File: src/rtl/mem_window_sequencer.sv
// Walks every kernel window of an IMAGE_WIDTH x IMAGE_HEIGHT image in batches of
// NUM_UNITS windows. Optional busy_cycles counter: MEM_WINDOW_SEQUENCER_PERF_EN.
module mem_window_sequencer #(
    parameter int IMAGE_WIDTH  = 8,
    parameter int IMAGE_HEIGHT = 8,
    parameter int NUM_UNITS    = 2,
    parameter int AW           = $clog2(IMAGE_WIDTH * IMAGE_HEIGHT),
    parameter int KW           = (IMAGE_WIDTH > 1) ? $clog2(IMAGE_WIDTH) : 1
) (
    input  logic                    clk,
    input  logic                    reset,
    input  logic                    start,
    input  logic [KW-1:0]           kernel_dim,
    input  logic                    hold,
    output logic                    en,
    output logic                    step,
    output logic [NUM_UNITS*AW-1:0] start_addr_1,
    output logic [NUM_UNITS*AW-1:0] start_addr_2,
    output logic [NUM_UNITS*AW-1:0] out_addr,
    output logic [NUM_UNITS-1:0]    unit_mask,
    output logic                    batch_valid,
    output logic                    busy,
    output logic                    done,
    output logic                    err,
    output logic [15:0]             busy_cycles,
    output logic [2:0]              fsm_state
);

    // Handshake: start is a level sampled only in IDLE; en, step, batch_valid,
    // done and err are single-cycle pulses; hold is the only back-pressure and
    // it freezes stepping without disturbing the batch outputs.

    localparam int CW      = AW + 1;
    localparam int SW      = 2 * KW;
    localparam int UW      = NUM_UNITS * AW;
    localparam int MIN_DIM = (IMAGE_WIDTH < IMAGE_HEIGHT) ? IMAGE_WIDTH : IMAGE_HEIGHT;

    typedef enum logic [2:0] {
        S_IDLE  = 3'd0,
        S_LOAD  = 3'd1,
        S_STEP  = 3'd2,
        S_FLUSH = 3'd3,
        S_DONE  = 3'd4
    } state_t;

    state_t          state;
    state_t          state_next;
    logic [KW-1:0]   kd_q;
    logic [SW-1:0]   kd_sq_q;
    logic [SW-1:0]   step_cnt;
    logic [CW-1:0]   row_q;
    logic [CW-1:0]   col_q;
    logic [CW-1:0]   org_base_q;
    logic [CW-1:0]   out_base_q;
    logic [UW-1:0]   org_q;
    logic [UW-1:0]   out_q;
    logic [NUM_UNITS-1:0] mask_q;
    logic            err_q;

    logic            kd_ok;
    logic            accept;
    logic [KW-1:0]   kd_sel;
    logic [CW-1:0]   ow;
    logic [CW-1:0]   oh;
    logic [CW-1:0]   r;
    logic [CW-1:0]   c;
    logic [CW-1:0]   ob;
    logic [CW-1:0]   qb;
    logic [UW-1:0]   nb_org;
    logic [UW-1:0]   nb_out;
    logic [NUM_UNITS-1:0] nb_mask;

    assign kd_ok  = (kernel_dim != '0) && (int'(kernel_dim) <= MIN_DIM);
    assign accept = (state == S_IDLE) && start && kd_ok;

    // Next batch: walk the raster from the current counters (or from the origin
    // when a pass is being accepted), one window per unit, no dividers.
    always_comb begin
        kd_sel  = (state == S_IDLE) ? kernel_dim : kd_q;
        ow      = CW'(IMAGE_WIDTH) - CW'(kd_sel) + CW'(1);
        oh      = CW'(IMAGE_HEIGHT) - CW'(kd_sel) + CW'(1);
        r       = (state == S_IDLE) ? '0 : row_q;
        c       = (state == S_IDLE) ? '0 : col_q;
        ob      = (state == S_IDLE) ? '0 : org_base_q;
        qb      = (state == S_IDLE) ? '0 : out_base_q;
        nb_org  = '0;
        nb_out  = '0;
        nb_mask = '0;
        for (int u = 0; u < NUM_UNITS; u++) begin
            if (r < oh) begin
                nb_org[u*AW +: AW] = AW'(ob + c);
                nb_out[u*AW +: AW] = AW'(qb + c);
                nb_mask[u]         = 1'b1;
                if (c == ow - CW'(1)) begin
                    c  = '0;
                    r  = r + CW'(1);
                    ob = ob + CW'(IMAGE_WIDTH);
                    qb = qb + ow;
                end else begin
                    c = c + CW'(1);
                end
            end
        end
    end

    always_comb begin
        state_next = state;
        case (state)
            S_IDLE:  if (accept) state_next = S_LOAD;
            S_LOAD:  state_next = S_STEP;
            S_STEP:  if (!hold && (step_cnt == kd_sq_q - SW'(1))) state_next = S_FLUSH;
            // Counters already point past this batch, so only the test remains.
            S_FLUSH: state_next = (row_q < oh) ? S_LOAD : S_DONE;
            S_DONE:  state_next = S_IDLE;
            default: state_next = S_IDLE;
        endcase
    end

    always_ff @(posedge clk) begin
        if (reset) begin
            state      <= S_IDLE;
            kd_q       <= '0;
            kd_sq_q    <= '0;
            step_cnt   <= '0;
            row_q      <= '0;
            col_q      <= '0;
            org_base_q <= '0;
            out_base_q <= '0;
            org_q      <= '0;
            out_q      <= '0;
            mask_q     <= '0;
            err_q      <= 1'b0;
        end else begin
            state <= state_next;
            err_q <= (state == S_IDLE) && start && !kd_ok;
            if (accept) begin
                kd_q    <= kernel_dim;
                kd_sq_q <= SW'(kernel_dim) * SW'(kernel_dim);
            end
            if (state_next == S_LOAD) begin
                org_q      <= nb_org;
                out_q      <= nb_out;
                mask_q     <= nb_mask;
                row_q      <= r;
                col_q      <= c;
                org_base_q <= ob;
                out_base_q <= qb;
                step_cnt   <= '0;
            end else if ((state == S_STEP) && !hold) begin
                step_cnt <= step_cnt + SW'(1);
            end
            if (state_next == S_DONE) begin
                org_q  <= '0;
                out_q  <= '0;
                mask_q <= '0;
            end
        end
    end

    assign en           = (state == S_LOAD);
    assign step         = (state == S_STEP) && !hold;
    assign batch_valid  = (state == S_FLUSH);
    assign done         = (state == S_DONE);
    assign busy         = (state != S_IDLE);
    assign err          = err_q;
    assign start_addr_1 = org_q;
    assign start_addr_2 = '0;
    assign out_addr     = out_q;
    assign unit_mask    = mask_q;
    assign fsm_state    = state;

`ifdef MEM_WINDOW_SEQUENCER_PERF_EN
    logic [15:0] perf_q;

    always_ff @(posedge clk) begin
        if (reset) begin
            perf_q <= '0;
        end else if (accept) begin
            perf_q <= '0;
        end else if (busy && (perf_q != 16'hFFFF)) begin
            perf_q <= perf_q + 16'd1;
        end
    end

    assign busy_cycles = perf_q;
`else
    assign busy_cycles = '0;
`endif

endmodule

File: config.mk
export PLATFORM = sky130hd
export DESIGN_NAME = mem_window_sequencer
export DESIGN_NICKNAME = d
export VERILOG_FILES = /design/src/rtl/mem_window_sequencer.sv
export SDC_FILE = /design/constraint.sdc
export NUM_CORES = 1
export LEC_CHECK = 0
export ABC_AREA = 1
export BUFFER_PORTS_ARGS = -buffer_cell sky130_fd_sc_hd__buf_4
export CORE_MARGIN = 1
export CORE_UTILIZATION = 30
export DETAILED_ROUTE_END_ITERATION = 7
export PLACE_DENSITY = 0.51
export SETUP_SLACK_MARGIN = 0.05
export SYNTH_ARGS = -nofsm -noshare
export SYNTH_HDL_FRONTEND = slang
export SYNTH_SLANG_ARGS = --single-unit
File: constraint.sdc
create_clock -name clk -period 6.4 [get_ports clk]
set_input_delay 0.64 -clock clk [delete_from_list [all_inputs] [get_ports clk]]
set_output_delay 0.64 -clock clk [all_outputs]
set_load 0.1 [all_outputs]
==> reports/qor.yml, run 1 <==
placed_design:
  port-buffer-count: 41
  gp_congestion: 0.894
  post-place-ws_ns: 1.44
  hpwl_um: 13300
yosys:
  synthDistinctLibCells: 40
  synth_top_area_cell: "dfxtp_1"
  synth-edff-count: 0
  yosys_warnings: 0
  synth-main-ff-cell: "dfxtp_1"
  yosysSeqAreaShare_pct: 23.4
  synth_area_leaders: "dfxtp_1 (23%), nand2_1 (18%), ha_1 (8.9%)"
  synthArstFlopShare_pct: 0
  ys_ff_latch: 69
  synthesis.area_mm2: 0.00590
  syn_inst: 912
  yosysMostFrequentCell: "nand2_1"
  syn_avg_cell_area_um2: 6.47
  synth_top_cells_by_count: "nand2_1 (286), inv_1 (97), nand3_1 (87)"
  post-synth-top-area-fraction_pct: 23.4
global_routing:
  grt_first_pass_wirelength_um: 27500
  antenna_found_initial: 0
  gr-usage-met3_pct: 3.06
  grt-busiest-layer: "met1"
  grt_use_total_pct: 17.6
  grt_util_met1_pct: 25.9
  grt_pass1_vias: 4912
  global_route.usage.met2_pct: 25.6
  grt_max_degree: 34
  grt_overflow: 0
cells_and_area:
  drive_gt1_share_pct: 12.4
  nets: 999
  syn2layout_area_growth_pct: 11.9
  regArea_mm2: 0.00138
  multi_input_area_mm2: 0.00388
  diodes: 0
  fillerInstances: 2096
timing:
  final-setup-viol-count: 0
  post-route-period-util_pct: 78.3
  worstMarginPinSlew_ns: 0.918
  hold_violations: 0
  finalCriticalPeriod_ns: 5.01
  maxSlewHeadroom_pct: 38.7
  finalWorstSetupSlack_ns: 1.39
  rsz0062_at_grt: "no"
  skew_ns: 0.00632
  fmax_mhz: 200
  finalMaxSlewViolations: 0
  tns_ns: 0
routing:
  wl_per_cell_um: 14.1
  drt_iter0_markers: 411
  dr.pass1.iters: 8
  drcViolationCount: 0
  ant_nets: 0
  routed_wl_um: 17000
  detail_route.vias_per_cell: 4.66
  via_count: 5640
job:
  cap_violations: 0
clocking:
  cts_root_buf: "clkbuf_16"
  ctsResizeCount: 0
  clock_sinks: 69
  clock_latency_ns: 0.35
  post-cts-setup-buffer-count: 0
  cts_tree: "yes"
  clock_path_buffers: 2
  clk_pin_slew_worst_paths_ns: 0.06
  cts_hold_buf: 0
  numCtsBuffers: 9
  cts_htree_levels: 3
setup_path:
  cp.arrival_ns: 5.30
  startpoint_type: "flop"
  critical_path_peak_fanout: 27
  cp-end-kind: "flop"
  critPathKind: "flop to flop"
  worstPathRequired_ns: 6.69
floorplanning:
  fp.dieH_um: 142
  io-pin-count: 70
  num_rows: 50
  die_area_mm2: 0.0202
  core_mm2: 0.0190
  die_w_um: 142
  start_util_pct: 31.1
power:
  powerDensity_mw_per_mm2: 269
  power_mw: 1.78
  p_leak_nw: 3.33
  irDropWorstVdd_v: 0.000134
hold_path:
  hp-class: "flop to flop"
status:
  status: "finished, final reports clean"
==> cell usage in the layout (no fill, tap or decap), types with 3 or more instances in the layout <==
| master | instances |
|---|---|
| clkbuf_16 | 9 |
| nand3b_1 | 3 |
| dfxtp_1 | 69 |
| ha_1 | 42 |
| nor2_2 | 7 |
| o21ai_0 | 19 |
| nand2_2 | 21 |
| nor3_1 | 11 |
| a21oi_1 | 56 |
| or2_2 | 4 |
| buf_4 | 41 |
| xor2_1 | 30 |
| nand3_1 | 87 |
| nor2_1 | 53 |
| nor2_4 | 5 |
| o21ai_1 | 4 |
| inv_1 | 97 |
| conb_1 | 31 |
| nand4_1 | 13 |
| xnor2_1 | 12 |
| nand2_4 | 6 |
| inv_2 | 11 |
| nand2_1 | 286 |
| fa_1 | 5 |
==> critical path: stages (launching register included) <==
cell and delay [ns]:
dfxtp_1 0.38, nor2_4 0.19, nand2_4 0.25, o21ai_0 0.41
ha_1 0.38, inv_1 0.21, o21ai_1 0.17, nor2_1 0.05
nand2_1 0.10, nand2_4 0.09, inv_2 0.33, nand2_4 0.18
inv_1 0.20, nand3_1 0.10, nor2_1 0.09, nor2_1 0.06
inv_1 0.11, ha_1 0.25, a21oi_1 0.13, nand2_1 0.12
a21oi_4 0.38, nand2_2 0.28, nor2_2 0.29, nand2_1 0.08
nand3_1 0.07
==> kinds of logic (layout without fill, tap and decap cells) <==
family / Yosys count / count (layout) / synth area share [%]
other: 2 / 31 / 0.127
adders and majority gates: 47 / 47 / 10.6
AOI/OAI and AO/OA: 90 / 90 / 8.36
and+or+nand+nor: 504 / 504 / 38.6
DFF: 69 / 69 / 23.4
buffers and inverters: 158 / 167 / 12.7
xor gates and xnor gates: 42 / 42 / 6.24
==> cell type report <==
class / count / share of cell area (%)
Multi-Input combinational cell: 714 / 58.8
Tap cell: 260 / 4.93
Sequential cell: 69 / 20.9
Clock buffer: 10 / 3.47
Inverter: 110 / 6.29
Timing Repair Buffer: 41 / 4.66
Clock inverter: 6 / 0.967
==> stage by stage <==
stage / utilization, % / hold WS [ns] / instances / area (µm²)
4_1_cts: 34.8 / 0.450 / 1210 / 6600
5_1_grt: 34.8 / 0.475 / 1210 / 6600
6_report: 34.8 / 0.446 / 1210 / 6600
3_3_place_gp: 33.3 / 0.433 / 1194 / 6310
3_5_place_dp: 33.3 / 0.442 / 1194 / 6310
2_1_floorplan: - / 0.425 / 941 / 6010
==> registers in the layout, summed over array words and instances (netlist names) <==
signal / flops
col_q: 7
err: 1
fsm_state: 3
kd_q: 3
kd_sq_q: 4
org_base_q: 6
out_addr: 12
out_base_q: 6
row_q: 7
start_addr_1: 12
step_cnt: 6
unit_mask: 2
==> where the power goes <==
part / switching [mW] / internal, mW / total (mW)
Clock: 0.202 / 0.301 / 0.502
Sequential: 0.0233 / 0.457 / 0.481
Combinational: 0.605 / 0.190 / 0.795
==> layer usage <==
metal	up-vias	wire [µm]
met3	15	753
li1	2918	-
met5	-	0
met4	0	258
met1	2561	8870
met2	146	7160
==> worst paths after layout <==
path                                            startpoint                         end  slack (ns)  cells after the start
worst max register to register     fsm_state[1]$_SDFF_PP0_  out_base_q[0]$_SDFFE_PP0N_        1.39                     24
worst max-delay path               fsm_state[1]$_SDFF_PP0_  out_base_q[0]$_SDFFE_PP0N_        1.39                     24
worst min-delay path            org_base_q[2]$_SDFFE_PP0N_  org_base_q[2]$_SDFFE_PP0N_        0.45                      2
worst min register to register  org_base_q[2]$_SDFFE_PP0N_  org_base_q[2]$_SDFFE_PP0N_        0.45                      2
No activity file was read; power rests on OpenSTA's default activity.
==> run 2, diff against run 1 <==
- PLACE_DENSITY: 0.51 -> 0.52
- clock period: 6.4 -> 4.3 ns (I/O delays scaled with it)
==> run 2 against run 1 <==
Compared with the run above: worst hold slack worse by 0.14 ns; clock-buffer cell count is 1 lower; non-clock buffer count rose by 28; design area up 4.3%; final cell count increased by 2.3%; worst setup slack lost 0.93 ns; routed wire length increased by 2.7%; critical path depth grew 1; maximum frequency is 30% higher; critical path type unchanged; largest cell class unchanged.
==> reports/qor.yml, run 2 (synthesis results as in run 1) <==
status:
  status: "finished, final reports clean"
routing:
  ant_nets: 0
  detail_route.vias_per_cell: 4.62
  dr.pass1.iters: 5
  drt_iter0_markers: 373
  wl_per_cell_um: 14.1
  routed_wl_um: 17500
  via_count: 5718
  drcViolationCount: 0
setup_path:
  critical_path_peak_fanout: 9
  regToRegSetupSlack_ns: 0.46
  startpoint_type: "flop"
  worstPathRequired_ns: 4.59
  ff2ff_path_depth: 25
  r2r-start: "fsm_state[1]$_SDFF_PP0_"
  cp.arrival_ns: 4.13
  timing.rr.end: "out_addr[11]$_SDFFE_PP0N_"
  cp-end-kind: "flop"
  critPathKind: "flop to flop"
timing:
  maxSlewHeadroom_pct: 49.1
  post-route-period-util_pct: 89.3
  fmax_mhz: 260
  final-setup-viol-count: 0
  finalMaxSlewViolations: 0
  skew_ns: 0.0143
  hold_violations: 0
  hold_ws_ns: 0.304
  rsz0062_at_grt: "no"
  tns_ns: 0
  finalCriticalPeriod_ns: 3.84
  worstMarginPinSlew_ns: 0.760
global_routing:
  grt_pass1_vias: 5086
  grt_use_total_pct: 18.1
  grt_overflow: 0
  grt_first_pass_wirelength_um: 27900
  antenna_found_initial: 0
  grt_max_degree: 29
floorplanning:
  start_util_pct: 31.1
  die_area_mm2: 0.0202
  io-pin-count: 70
  core_mm2: 0.0190
  die_w_um: 142
  num_rows: 50
  fp.dieH_um: 142
clocking:
  cts_htree_levels: 3
  clock_latency_ns: 0.35
  clock_path_buffers: 2
  cts_root_buf: "clkbuf_16"
  numCtsBuffers: 9
  clock_sinks: 69
  cts_hold_buf: 0
  clk_pin_slew_worst_paths_ns: 0.07
  cts_tree: "yes"
hold_path:
  hp-class: "input pin to flop"
  hold-path-endpoint: "err$_SDFF_PP0_"
  worstHoldStart: "kernel_dim[0]"
  hold_depth: 2
placed_design:
  hpwl_um: 13700
  post-place-cells: 1221
  gp_congestion: 0.885
  port-buffer-count: 41
  placed_area_mm2: 0.00652
power:
  powerDensity_mw_per_mm2: 417
  irDropWorstVdd_v: 0.000205
  p_leak_nw: 3.50
cells_and_area:
  nets: 1027
  diodes: 0
  drive_gt1_share_pct: 15.3
  layout_commonest_cell: "nand2_1"
  instances_no_fill: 1238
  mostFrequentLayoutCells: "nand2_1 (286), inv_1 (96), nand3_1 (87), buf_4 (68), dfxtp_1 (66)"
  fillerInstances: 2086
  final_cell_area_mm2: 0.00689
  syn2layout_area_growth_pct: 16.8
job:
  cap_violations: 0
[run 2: cell types whose count changed in the layout (fill, tap and decap cells not counted), sizes merged]
cell,before,now
bufinv,1,3
buf,41,69
clkinvlp,2,0
inv,109,110
clkbuf,10,9
[run 2: repair_timing]
| action | 4_1_cts | 5_1_grt |
|---|---|---|
| gates resized for setup | 0 | 4 |
| buffers inserted | 0 | 1 |
| setup endpoints to repair | 0 | 30 |
[run 2: report_power, final]
part           switching (mW)  internal, mW
clock                   0.322         0.570
combinational           0.923         0.348
sequential             0.0308         0.680
[run 2: cell type report]
class | instances | area, µm² | area share (%)
Clock buffer | 9 | 225 | 3.27
Multi-Input combinational cell | 714 | 3880 | 56.3
Sequential cell | 69 | 1390 | 20.2
Tap cell | 260 | 325 | 4.72
Inverter | 110 | 415 | 6.03
Timing Repair Buffer | 69 | 531 | 7.70
Clock inverter | 7 | 121 | 1.76
[run 2: metrics by stage]
stage          utilization (%)  power, mW  setup WS, ns
2_1_floorplan                -       1.70        0.0859
3_3_place_gp              34.4       1.99         0.396
3_5_place_dp              34.4       1.98         0.289
4_1_cts                   36.2       2.88         0.274
5_1_grt                   36.3       3.04        0.0680
6_report                  36.3       2.87         0.458
[run 2: critical path, cell delays in order, from the launching register on]
cell,delay [ns]
dfxtp_4,0.36
nor2_4,0.17
nand2_4,0.10
buf_4,0.18
nand2_2,0.07
nand2_1,0.07
ha_1,0.31
inv_2,0.08
o21ai_1,0.14
nor2_1,0.05
nand2_1,0.10
nand2_4,0.10
inv_2,0.16
nand2_4,0.10
o21ai_1,0.32
ha_1,0.34
a21oi_1,0.14
and2_1,0.16
inv_1,0.05
a21oi_1,0.11
inv_1,0.05
a21oi_1,0.15
xnor2_1,0.15
nor2_1,0.05
nand3b_1,0.15
a21oi_1,0.11
[run 2: worst max-delay path by stage]
stage	endpoint	slack, ns	startpoint
after global placement	out_base_q[1]$_SDFFE_PP0N_	0.40	fsm_state[1]$_SDFF_PP0_
after global routing	out_addr[11]$_SDFFE_PP0N_	0.07	fsm_state[1]$_SDFF_PP0_
after floorplan	out_addr[11]$_SDFFE_PP0N_	0.09	fsm_state[2]$_SDFF_PP0_
after detailed placement	out_addr[11]$_SDFFE_PP0N_	0.29	fsm_state[1]$_SDFF_PP0_
after CTS	out_addr[11]$_SDFFE_PP0N_	0.27	fsm_state[1]$_SDFF_PP0_
final	out_addr[11]$_SDFFE_PP0N_	0.46	fsm_state[1]$_SDFF_PP0_
[run 2: metal layers]
metal  global-route usage (%)  part of all wire, %
met5                        0                    0
met4                     5.15                  1.3
met1                     25.2                   49
met3                     3.53                  5.6
met2                     28.1                   44
==> run 3, diff against run 2 <==
- HOLD_SLACK_MARGIN: unset -> 0.12
- MAX_ROUTING_LAYER: unset -> met4
==> run 3 against run 2 <==
Compared with the run above: combinational power is essentially flat; power down 5.1%; sequential power about the same; routed wire length fell by 0.44%; non-clock buffer count decreased by 1; largest power group unchanged; critical path depth increased by 2; largest cell class unchanged; global-route usage up 0.39 points; utilization shrank 0.30 points; critical endpoint unchanged; clock skew shrank 0.0042 ns; via count down 0.23%.
==> reports/qor.yml, run 3 (synthesis results as in run 1) <==
status:
  status: "finished, final reports clean"
routing:
  wl_per_cell_um: 14.1
  drcViolationCount: 0
  routed-wl-met3_um: 842
  maxUsedRoutingLayer: "met4"
  ant_nets: 0
  dr.pass1.iters: 5
  wl_met2_um: 7720
  routed_wl_um: 17400
  detail_route.vias_per_cell: 4.61
  wirelength_met1_um: 8610
  via_count: 5705
  drt_iter0_markers: 521
timing:
  tns_ns: 0
  finalWorstSetupSlack_ns: 0.429
  maxSlewHeadroom_pct: 42.5
  post-route-period-util_pct: 90.0
  finalMaxSlewViolations: 0
  skew_ns: 0.0101
  hold_violations: 0
  final-setup-viol-count: 0
  rsz0062_at_grt: "no"
  finalCriticalPeriod_ns: 3.87
  worstMarginPinSlew_ns: 0.859
  fmax_mhz: 258
global_routing:
  grt_overflow: 0
  grt_max_degree: 34
  grt_use_total_pct: 18.5
  antenna_found_initial: 0
  grt_first_pass_wirelength_um: 27800
  grt_pass1_vias: 5095
power:
  powerDensity_mw_per_mm2: 400
  irDropWorstVdd_v: 0.000177
  p_leak_nw: 3.47
setup_path:
  cp.arrival_ns: 4.15
  startpoint_type: "flop"
  path_common_cell: "nand2_1"
  path_buf_inv: 6
  worstPathRequired_ns: 4.58
  cp-end-kind: "flop"
  cp_top_family: "simple AND/OR/NAND/NOR gates"
  cpPeakStageDelay_ns: 0.36
  critPathKind: "flop to flop"
  regToRegSetupSlack_ns: 0.43
  crit_slowest_cell: "dfxtp_4"
  critical_path_peak_fanout: 7
placed_design:
  post-place-ws_ns: 0.261
  placed_area_mm2: 0.00651
  gp_congestion: 0.908
  port-buffer-count: 41
  hpwl_um: 13700
floorplanning:
  core_mm2: 0.0190
  io-pin-count: 70
  start_util_pct: 31.1
  fp.dieH_um: 142
  die_area_mm2: 0.0202
  num_rows: 50
  die_w_um: 142
clocking:
  clk_pin_slew_worst_paths_ns: 0.06
  cts_root_buf: "clkbuf_16"
  cts_htree_levels: 3
  clock_latency_ns: 0.35
  clock_path_buffers: 2
  clock_sinks: 69
  numCtsBuffers: 9
  cts_tree: "yes"
hold_path:
  hp-class: "input pin to flop"
job:
  cap_violations: 0
cells_and_area:
  layout_commonest_cell: "nand2_1"
  mostFrequentLayoutCells: "nand2_1 (286), inv_1 (96), nand3_1 (87), buf_4 (67), dfxtp_1 (66)"
  final_cell_area_mm2: 0.00683
  drive_gt1_share_pct: 15.4
  nets: 1026
  diodes: 0
  syn2layout_area_growth_pct: 15.8
==> run 3: metrics by stage <==
step	hold slack (ns)	utilization, %	power (mW)	cells
6_report	0.308	36.0	2.73	1237
5_1_grt	0.306	36.0	2.91	1237
2_1_floorplan	0.425	-	1.70	941
4_1_cts	0.301	35.9	2.74	1236
3_3_place_gp	0.439	34.4	1.98	1220
3_5_place_dp	0.435	34.4	1.98	1220
==> run 3: where the power goes <==
| part | internal [mW] | switching, mW | leakage (nW) |
|---|---|---|---|
| registers | 0.680 | 0.0309 | 0.561 |
| logic | 0.347 | 0.923 | 2.76 |
| clock network | 0.428 | 0.321 | 0.144 |
==> run 3: metal layers <==
layer  vias up  global-route usage (%)
li1       2969                       -
met1      2583                    25.0
met2       135                    28.3
met3        18                    3.10
met4         0                    4.98
met5         -                       -
==> run 3: worst paths after layout <==
kind	start	to	cells after the start
hold reg to reg	org_base_q[0]$_SDFFE_PP0N_	org_base_q[0]$_SDFFE_PP0N_	2
setup / recovery	fsm_state[1]$_SDFF_PP0_	out_addr[11]$_SDFFE_PP0N_	27
setup reg to reg	fsm_state[1]$_SDFF_PP0_	out_addr[11]$_SDFFE_PP0N_	27
hold / removal	kernel_dim[0]	err$_SDFF_PP0_	2
==> run 3: worst register-to-register path, cell delays in order (launching register included) <==
cell      delay, ns
dfxtp_4        0.36
nor2_4         0.17
nand2_4        0.11
buf_4          0.18
nand2_2        0.07
nand2_1        0.07
ha_1           0.30
buf_4          0.17
nand2_1        0.09
nand3_1        0.09
nand2_2        0.13
inv_1          0.06
nand2_2        0.13
nand2_1        0.08
nand2_1        0.09
nand2_1        0.15
inv_1          0.23
ha_1           0.27
nand3_1        0.06
and2_1         0.15
inv_1          0.05
a21oi_1        0.11
inv_1          0.05
a21oi_1        0.15
xnor2_1        0.15
nor2_1         0.05
nand3b_1       0.15
a21oi_1        0.11
==> run 3: area by class of cell <==
| cell class | instances | area, µm² |
|---|---|---|
| clock buffers | 10 | 250 |
| clock inverters | 6 | 43.8 |
| fillers | 2106 | 12100 |
| inverters | 110 | 415 |
| multi-input cells | 714 | 3880 |
| flip-flops and latches | 69 | 1390 |
| well taps | 260 | 325 |
| repair buffers | 68 | 523 |
==> run 3: what timing repair did <==
| action | CTS | global route |
|---|---|---|
| buffers inserted | 0 | 1 |
| gates resized for setup | 0 | 4 |
| endpoints found under the setup margin | 0 | 35 |
| hold buffers | 0 | 0 |
